**src/rtl/decode_pkg.sv**
```systemverilog
// Shared encodings and the control-bundle type for the decode stage.
package decode_pkg;

    // Primary opcodes (instr[31:26])
    localparam logic [5:0] OP_RTYPE = 6'b000000;
    localparam logic [5:0] OP_BLTZ  = 6'b000001;
    localparam logic [5:0] OP_J     = 6'b000010;
    localparam logic [5:0] OP_JAL   = 6'b000011;
    localparam logic [5:0] OP_BEQ   = 6'b000100;
    localparam logic [5:0] OP_ADDIU = 6'b001001;
    localparam logic [5:0] OP_ORI   = 6'b001101;
    localparam logic [5:0] OP_LUI   = 6'b001111;
    localparam logic [5:0] OP_LW    = 6'b100011;
    localparam logic [5:0] OP_SW    = 6'b101011;

    // R-type function codes (instr[5:0])
    localparam logic [5:0] F_ADDU  = 6'b100001;
    localparam logic [5:0] F_SUBU  = 6'b100011;
    localparam logic [5:0] F_AND   = 6'b100100;
    localparam logic [5:0] F_OR    = 6'b100101;
    localparam logic [5:0] F_SLTU  = 6'b101011;
    localparam logic [5:0] F_MULTU = 6'b011001;
    localparam logic [5:0] F_MFHI  = 6'b010000;
    localparam logic [5:0] F_MFLO  = 6'b010010;

    // ALU control encodings
    localparam logic [2:0] ALU_AND   = 3'b000;
    localparam logic [2:0] ALU_OR    = 3'b001;
    localparam logic [2:0] ALU_ADD   = 3'b010;
    localparam logic [2:0] ALU_MULTU = 3'b011;
    localparam logic [2:0] ALU_MFHI  = 3'b100;
    localparam logic [2:0] ALU_MFLO  = 3'b101;
    localparam logic [2:0] ALU_SUB   = 3'b110;
    localparam logic [2:0] ALU_SLTU  = 3'b111;

    // Branch types, resolved later in EX
    localparam logic [1:0] BR_NONE = 2'b00;
    localparam logic [1:0] BR_BEQ  = 2'b01;
    localparam logic [1:0] BR_BLTZ = 2'b10;

    typedef struct packed {
        logic       memtoreg;
        logic       memwrite;
        logic       alusrcbimm;
        logic       regwrite;
        logic       dojump;
        logic       dojal;
        logic       orimm;
        logic       lui;
        logic [1:0] branch_type;
        logic [4:0] destreg;
        logic [2:0] alucontrol;
        logic       illegal;
    } ctrl_t;

    // True for operations that touch the HI/LO pair.
    function automatic logic uses_hilo(input logic [2:0] alu);
        return (alu == ALU_MULTU) || (alu == ALU_MFHI) || (alu == ALU_MFLO);
    endfunction

endpackage

```
**src/rtl/decode_stage_if.sv**
```systemverilog
// IF -> decode -> EX handshake plus the registered control bundle.
interface decode_stage_if;
    logic        in_valid;
    logic        in_ready;
    logic [31:0] instr;
    logic        flush;
    logic        out_valid;
    logic        out_ready;
    logic        memtoreg;
    logic        memwrite;
    logic        alusrcbimm;
    logic        regwrite;
    logic        dojump;
    logic        dojal;
    logic        orimm;
    logic        lui;
    logic [1:0]  branch_type;
    logic [4:0]  destreg;
    logic [2:0]  alucontrol;
    logic        illegal;
    logic        mult_busy;

    // Surrounding pipeline (IF producer / EX consumer)
    modport master (
        output in_valid, instr, flush, out_ready,
        input  in_ready, out_valid, memtoreg, memwrite, alusrcbimm, regwrite,
               dojump, dojal, orimm, lui, branch_type, destreg, alucontrol,
               illegal, mult_busy
    );

    // Decode stage
    modport slave (
        input  in_valid, instr, flush, out_ready,
        output in_ready, out_valid, memtoreg, memwrite, alusrcbimm, regwrite,
               dojump, dojal, orimm, lui, branch_type, destreg, alucontrol,
               illegal, mult_busy
    );
endinterface

```
**src/rtl/decode_logic.sv**
```systemverilog
// Combinational MIPS-subset decoder: instruction fields -> control bundle.
// Unsupported encodings yield an all-zero bundle with only illegal set.
module decode_logic
    import decode_pkg::*;
#(
    parameter bit HAS_JAL     = 1'b1,
    parameter bit HAS_LUI_ORI = 1'b1
) (
    input  logic [5:0] opcode,
    input  logic [4:0] rt,
    input  logic [4:0] rd,
    input  logic [5:0] funct,
    output ctrl_t      ctrl
);

    logic bad;

    // Decode opcode/funct; an illegal result overrides everything else.
    always_comb begin
        ctrl = '0;
        bad  = 1'b0;
        case (opcode)
            OP_RTYPE: begin
                ctrl.regwrite = 1'b1;
                ctrl.destreg  = rd;
                case (funct)
                    F_ADDU:  ctrl.alucontrol = ALU_ADD;
                    F_SUBU:  ctrl.alucontrol = ALU_SUB;
                    F_AND:   ctrl.alucontrol = ALU_AND;
                    F_OR:    ctrl.alucontrol = ALU_OR;
                    F_SLTU:  ctrl.alucontrol = ALU_SLTU;
                    F_MULTU: ctrl.alucontrol = ALU_MULTU;
                    F_MFHI:  ctrl.alucontrol = ALU_MFHI;
                    F_MFLO:  ctrl.alucontrol = ALU_MFLO;
                    default: bad = 1'b1;
                endcase
            end
            OP_LW: begin
                ctrl.regwrite   = 1'b1;
                ctrl.memtoreg   = 1'b1;
                ctrl.alusrcbimm = 1'b1;
                ctrl.alucontrol = ALU_ADD;
                ctrl.destreg    = rt;
            end
            OP_SW: begin
                ctrl.memwrite   = 1'b1;
                ctrl.alusrcbimm = 1'b1;
                ctrl.alucontrol = ALU_ADD;
            end
            OP_BEQ: begin
                ctrl.branch_type = BR_BEQ;
                ctrl.alucontrol  = ALU_SUB;
            end
            OP_BLTZ: begin
                ctrl.branch_type = BR_BLTZ;
                ctrl.alucontrol  = ALU_SLTU;
            end
            OP_ADDIU: begin
                ctrl.regwrite   = 1'b1;
                ctrl.alusrcbimm = 1'b1;
                ctrl.alucontrol = ALU_ADD;
                ctrl.destreg    = rt;
            end
            OP_ORI: begin
                if (HAS_LUI_ORI) begin
                    ctrl.regwrite   = 1'b1;
                    ctrl.alusrcbimm = 1'b1;
                    ctrl.orimm      = 1'b1;
                    ctrl.alucontrol = ALU_OR;
                    ctrl.destreg    = rt;
                end else begin
                    bad = 1'b1;
                end
            end
            OP_LUI: begin
                if (HAS_LUI_ORI) begin
                    ctrl.regwrite   = 1'b1;
                    ctrl.alusrcbimm = 1'b1;
                    ctrl.lui        = 1'b1;
                    ctrl.alucontrol = ALU_OR;
                    ctrl.destreg    = rt;
                end else begin
                    bad = 1'b1;
                end
            end
            OP_J: begin
                ctrl.dojump = 1'b1;
            end
            OP_JAL: begin
                if (HAS_JAL) begin
                    ctrl.dojal    = 1'b1;
                    ctrl.dojump   = 1'b1;
                    ctrl.regwrite = 1'b1;
                    ctrl.destreg  = 5'd31;
                end else begin
                    bad = 1'b1;
                end
            end
            default: bad = 1'b1;
        endcase
        if (bad) begin
            ctrl         = '0;
            ctrl.illegal = 1'b1;
        end
    end

endmodule

```
**src/rtl/decode_stage.sv**
```systemverilog
// Registered decode stage: one-entry valid/ready output register, HI/LO
// multiply scoreboard that stalls multu/mfhi/mflo, and EX flush.
module decode_stage
    import decode_pkg::*;
#(
    parameter int MULT_LAT    = 4,     // must be >= 1
    parameter bit HAS_JAL     = 1'b1,
    parameter bit HAS_LUI_ORI = 1'b1
) (
    input  logic         clk,
    input  logic         reset,
    decode_stage_if.slave bus
);

    localparam int             CW     = $clog2(MULT_LAT + 1);
    localparam logic [CW-1:0]  LAT_LD = CW'(MULT_LAT);

    ctrl_t          dec_p0;
    ctrl_t          ctrl_p1;
    logic           vld_p1;
    logic [CW-1:0]  mult_cnt;
    logic           busy;
    logic           hazard;
    logic           accept;
    logic           ex_take;
    logic           unused_instr_bits;

    // rs and shamt are not needed to form the control bundle.
    assign unused_instr_bits = ^{bus.instr[25:21], bus.instr[10:6]};

    // ---- p0: combinational decode of the presented instruction ----
    decode_logic #(
        .HAS_JAL     (HAS_JAL),
        .HAS_LUI_ORI (HAS_LUI_ORI)
    ) u_decode_logic (
        .opcode (bus.instr[31:26]),
        .rt     (bus.instr[20:16]),
        .rd     (bus.instr[15:11]),
        .funct  (bus.instr[5:0]),
        .ctrl   (dec_p0)
    );

    // HI/LO is busy while the multiplier runs or a multu is waiting to leave.
    assign busy    = (mult_cnt != '0) || (vld_p1 && (ctrl_p1.alucontrol == ALU_MULTU));
    assign hazard  = bus.in_valid && uses_hilo(dec_p0.alucontrol) && busy;
    assign bus.in_ready = reset && !bus.flush && !hazard && (!vld_p1 || bus.out_ready);
    assign accept  = bus.in_valid && bus.in_ready;
    assign ex_take = vld_p1 && bus.out_ready && !bus.flush;

    // ---- p1: output register; capture, or retire/kill the held bundle ----
    always_ff @(posedge clk) begin
        if (!reset) begin
            vld_p1  <= 1'b0;
            ctrl_p1 <= '0;
        end else if (accept) begin
            vld_p1  <= 1'b1;
            ctrl_p1 <= dec_p0;
        end else if (bus.out_ready || bus.flush) begin
            vld_p1  <= 1'b0;
        end
    end

    // Scoreboard counter: reload when a multu enters EX, else run down to zero.
    always_ff @(posedge clk) begin
        if (!reset) begin
            mult_cnt <= '0;
        end else if (ex_take && (ctrl_p1.alucontrol == ALU_MULTU)) begin
            mult_cnt <= LAT_LD;
        end else if (mult_cnt != '0) begin
            mult_cnt <= mult_cnt - CW'(1);
        end
    end

    assign bus.out_valid   = vld_p1;
    assign bus.memtoreg    = ctrl_p1.memtoreg;
    assign bus.memwrite    = ctrl_p1.memwrite;
    assign bus.alusrcbimm  = ctrl_p1.alusrcbimm;
    assign bus.regwrite    = ctrl_p1.regwrite;
    assign bus.dojump      = ctrl_p1.dojump;
    assign bus.dojal       = ctrl_p1.dojal;
    assign bus.orimm       = ctrl_p1.orimm;
    assign bus.lui         = ctrl_p1.lui;
    assign bus.branch_type = ctrl_p1.branch_type;
    assign bus.destreg     = ctrl_p1.destreg;
    assign bus.alucontrol  = ctrl_p1.alucontrol;
    assign bus.illegal     = ctrl_p1.illegal;
    assign bus.mult_busy   = busy;

endmodule

```
**src/flat_wrapper.sv**
```systemverilog
// flat-port wrapper written by rule: the top's interface ports become plain ports
module decode_stage_flat import decode_pkg::*;
#(
    parameter int MULT_LAT    = 4,                    
    parameter bit HAS_JAL     = 1'b1,
    parameter bit HAS_LUI_ORI = 1'b1
)
  (clk, reset, bus_in_valid, bus_instr, bus_flush, bus_out_ready, bus_in_ready, bus_out_valid, bus_memtoreg, bus_memwrite, bus_alusrcbimm, bus_regwrite, bus_dojump, bus_dojal, bus_orimm, bus_lui, bus_branch_type, bus_destreg, bus_alucontrol, bus_illegal, bus_mult_busy);
  decode_stage_if bus_i ();
  input  logic clk;
  input  logic reset;
  input wire logic [$bits(bus_i.in_valid)-1:0] bus_in_valid;
  input wire logic [$bits(bus_i.instr)-1:0] bus_instr;
  input wire logic [$bits(bus_i.flush)-1:0] bus_flush;
  input wire logic [$bits(bus_i.out_ready)-1:0] bus_out_ready;
  output wire logic [$bits(bus_i.in_ready)-1:0] bus_in_ready;
  output wire logic [$bits(bus_i.out_valid)-1:0] bus_out_valid;
  output wire logic [$bits(bus_i.memtoreg)-1:0] bus_memtoreg;
  output wire logic [$bits(bus_i.memwrite)-1:0] bus_memwrite;
  output wire logic [$bits(bus_i.alusrcbimm)-1:0] bus_alusrcbimm;
  output wire logic [$bits(bus_i.regwrite)-1:0] bus_regwrite;
  output wire logic [$bits(bus_i.dojump)-1:0] bus_dojump;
  output wire logic [$bits(bus_i.dojal)-1:0] bus_dojal;
  output wire logic [$bits(bus_i.orimm)-1:0] bus_orimm;
  output wire logic [$bits(bus_i.lui)-1:0] bus_lui;
  output wire logic [$bits(bus_i.branch_type)-1:0] bus_branch_type;
  output wire logic [$bits(bus_i.destreg)-1:0] bus_destreg;
  output wire logic [$bits(bus_i.alucontrol)-1:0] bus_alucontrol;
  output wire logic [$bits(bus_i.illegal)-1:0] bus_illegal;
  output wire logic [$bits(bus_i.mult_busy)-1:0] bus_mult_busy;
  assign bus_i.in_valid = bus_in_valid;
  assign bus_i.instr = bus_instr;
  assign bus_i.flush = bus_flush;
  assign bus_i.out_ready = bus_out_ready;
  assign bus_in_ready = bus_i.in_ready;
  assign bus_out_valid = bus_i.out_valid;
  assign bus_memtoreg = bus_i.memtoreg;
  assign bus_memwrite = bus_i.memwrite;
  assign bus_alusrcbimm = bus_i.alusrcbimm;
  assign bus_regwrite = bus_i.regwrite;
  assign bus_dojump = bus_i.dojump;
  assign bus_dojal = bus_i.dojal;
  assign bus_orimm = bus_i.orimm;
  assign bus_lui = bus_i.lui;
  assign bus_branch_type = bus_i.branch_type;
  assign bus_destreg = bus_i.destreg;
  assign bus_alucontrol = bus_i.alucontrol;
  assign bus_illegal = bus_i.illegal;
  assign bus_mult_busy = bus_i.mult_busy;
  decode_stage #(.MULT_LAT(MULT_LAT), .HAS_JAL(HAS_JAL), .HAS_LUI_ORI(HAS_LUI_ORI)) u_core (.clk(clk), .reset(reset), .bus(bus_i));
endmodule
```
**config.mk**
```make
export PLATFORM = sky130hd
export DESIGN_NAME = decode_stage_flat
export DESIGN_NICKNAME = d
export VERILOG_FILES = /design/src/rtl/decode_pkg.sv /design/src/rtl/decode_stage_if.sv /design/src/rtl/decode_logic.sv /design/src/rtl/decode_stage.sv /design/src/flat_wrapper.sv
export SDC_FILE = /design/constraint.sdc
export NUM_CORES = 1
export LEC_CHECK = 0
export BUFFER_PORTS_ARGS = -buffer_cell sky130_fd_sc_hd__buf_2
export CAP_MARGIN = 20
export CORE_UTILIZATION = 50
export CTS_CLUSTER_SIZE = 14
export DETAILED_ROUTE_END_ITERATION = 7
export PLACE_DENSITY = 0.88
export SYNTH_ARGS = -nofsm -noshare
export SYNTH_HDL_FRONTEND = slang
export SYNTH_HIERARCHICAL = 1
export SYNTH_SLANG_ARGS = --single-unit
```
**constraint.sdc**
```tcl
create_clock -name clk -period 5.35 [get_ports clk]
set_clock_uncertainty 0.2 [all_clocks]
set_input_delay 1.605 -clock clk [delete_from_list [all_inputs] [get_ports clk]]
set_output_delay 1.605 -clock clk [all_outputs]
set_load 0.01 [all_outputs]
```
==> results_dict.tcl <==
set metrics [dict create \
    grt_pass1_vias 1459 \
    worstSkewPairLatency_ns 0.32 \
    postRouteWirelength_um 3785 \
    syn_inst 209 \
    p_leak_uw 0.0008687 \
    finalCritPeriodShare 0.9870 \
    dr_total_vias 1627 \
    tightestPinTransition_ns 0.5479 \
    grt_antenna_before_repair 0 \
    end_kind "primary output" \
    clock_path_buffers 2 \
    yosys.cell_types.count 56 \
    ys_top_cells_by_area "dfxtp_1, mux2i_1, nand2_1, a21oi_1, nand2b_1" \
    start_util 0.5383 \
    ir_drop_mv 0.1360 \
    cpMostUsedCell "buf_2" \
    crit_type "in2out" \
    critPathLaunchType "primary input" \
    synth_most_common_cell "nand2_1" \
    portBuffers 48 \
    cp_max_fo 6 \
    placementRows 20 \
    cts_sinks 23 \
    holdBufCountCts 0 \
    path_cells "buf_2, or4b_2, nor2_4, o31ai_4, o21ai_2, buf_4, nand2b_4, a22oi_4, a21oi_1, buf_2" \
    die_area_um2 3576 \
    antenna_cells 0 \
    yosysTopAreaCellShare 0.2757 \
    synth-main-ff-cell "dfxtp_1" \
    final_util 0.6480 \
    dp_hpwl_um 2718 \
    die_y_um 59.80 \
    fin_crit_ns 5.280 \
    routedWlPerCell_um 12.49 \
    synth_common_cells "nand2_1, dfxtp_1, mux2i_1" \
    via_per_inst 5.370 \
    die-width_um 59.80 \
    worst-path-buf-inv 3 \
    async_flop_share 0 \
    fillers 276 \
    clk_pin_slew_worst_paths_ns 0.13 \
    power_density_nw_per_um2 190.7 \
    overflow 0 \
    cp_slowest_cell "or4b_2" \
    drc 0 \
    nets 300 \
    cts-root-buf "clkbuf_4" \
    status "completed" \
    syn_to_final_growth_pct 20.37 \
    synth_edf_count 0 \
    syn_area_um2 1670 \
    first_pass_iters 4 \
    htree_levels 1 \
    path_delay_family "simple AND/OR/NAND/NOR gates" \
    io-pin-count 59 \
    finalPower_uw 383.4 \
    slew_headroom 0.6340 \
    drv_cap 0 \
    seq_area_frac_synth 0.2757 \
    grt_start_max_net_pins 41 \
    ys_ff_latch 23 \
    worstPathArrival_ns 3.48 \
    core_area_um2 3103 \
    required_ns 3.55 \
    finalSetupViolCount 0 \
    finalSetupTns_ns 0 \
    slew_viol_final 0 \
    grt_use_total 0.2232 \
    cts_tree "done" \
    yosysWarnings 6 \
    numCtsBuffers 3 \
    gp_congestion 0.8189 \
    max_freq_ghz 0.1894 \
    crit_path_max_incr_delay_ns 0.74 \
    finalHoldViolCount 0 \
    synth.avg_cell_area_um2 7.992 \
    yosysTopAreaCell "dfxtp_1" \
    drt_iter0_drc 95 \
    layout-drive-gt1-share 0.3127 \
    hold_path.class "reg2reg" \
    syn_nets 249 \
    drtAntennaViolNets 0 \
    grt_pass1_wl_um 6092 \
    holdWs_ns 0.2616 \
]
sequential cells by signal, indices dropped and copies added, names as in the netlist, 2 cells and up:
| signal | cells |
|---|---|
| u_core/bus.destreg | 5 |
| u_core/bus.alucontrol | 3 |
| u_core/mult_cnt | 3 |
| u_core/bus.branch_type | 2 |
placed cells by master (no fill, tap or decap), drive strengths merged, types with 2 or more instances in the layout:
cell,instances
nor4,4
inv,6
o21bai,2
or3,2
clkbuf,3
buf,61
nor2b,3
or4b,2
nand2b,8
a21oi,14
xor2,2
mux2i,20
dfxtp,23
ha,3
nor3b,3
a21boi,3
a211oi,2
nand2,48
nand4b,3
nor3,5
nand3b,2
nor2,12
o21ai,4
nand3,6
area by class of cell:
cell class                      count  area [um2]  area share
Multi-Input combinational cell    165        1107      0.5507
Sequential cell                    23       460.4      0.2290
Timing Repair Buffer               61       337.8      0.1680
Tap cell                           44       55.05     0.02738
Clock buffer                        3       22.52     0.01120
Inverter                            6       22.52     0.01120
Clock inverter                      1       5.005    0.002489
power breakdown:
group	total [uW]	internal, uW	switching (uW)
Clock	81.8	28.0	53.8
Combinational	118	50.5	67.7
Sequential	183	179	4.22
repair_timing:
| action | in CTS | in global routing |
|---|---|---|
| hold endpoints to repair | 0 | 0 |
| endpoints found under the setup margin | 0 | 1 |
| gates resized for setup | 0 | 7 |
| buffers inserted | 0 | 3 |
layer usage:
layer  GRT usage  wire [um]
met4     0.07973         17
met3     0.03463        202
met5           0          0
met2      0.3984       1838
met1      0.2683       1727
worst paths after layout:
path | startpoint | end | slack [ns] | cells after the start
worst max register to register | u_core/mult_cnt[0] | u_core/bus.alusrcbimm | 3.22 | 8
worst min-delay path | u_core/bus.destreg[2] | u_core/bus.destreg[2] | 0.26 | 2
worst min register to register | u_core/bus.destreg[2] | u_core/bus.destreg[2] | 0.26 | 2
worst max-delay path | bus_instr[0] | bus_in_ready | 0.07 | 10
stage by stage:
step / area [um2] / instances / setup slack, ns
floorplan: 1670 / 209 / 0.3407
global placement: 1929 / 296 / 0.09282
detailed placement: 1929 / 296 / 0.06162
CTS: 1957 / 300 / 0.05023
global route: 2011 / 303 / -0.01815
finish: 2011 / 303 / 0.06965
worst reg2reg max path, stage by stage (launching register included):
cell and delay (ns):
dfxtp_1 0.34, inv_1 0.07, ha_1 0.16, ha_1 0.34
a22oi_4 0.13, buf_4 0.16, nor3b_4 0.20, buf_4 0.25
mux2i_1 0.22
kinds of logic after synthesis:
group,after synthesis,synth area share
compound gates,33,0.1386
xor+xnor,3,0.01573
simple gates,106,0.3438
mux,20,0.1198
buf+inv,21,0.08389
fa+ha+maj,3,0.02247
flops,23,0.2757
No activity file was read; power rests on OpenSTA's default activity.
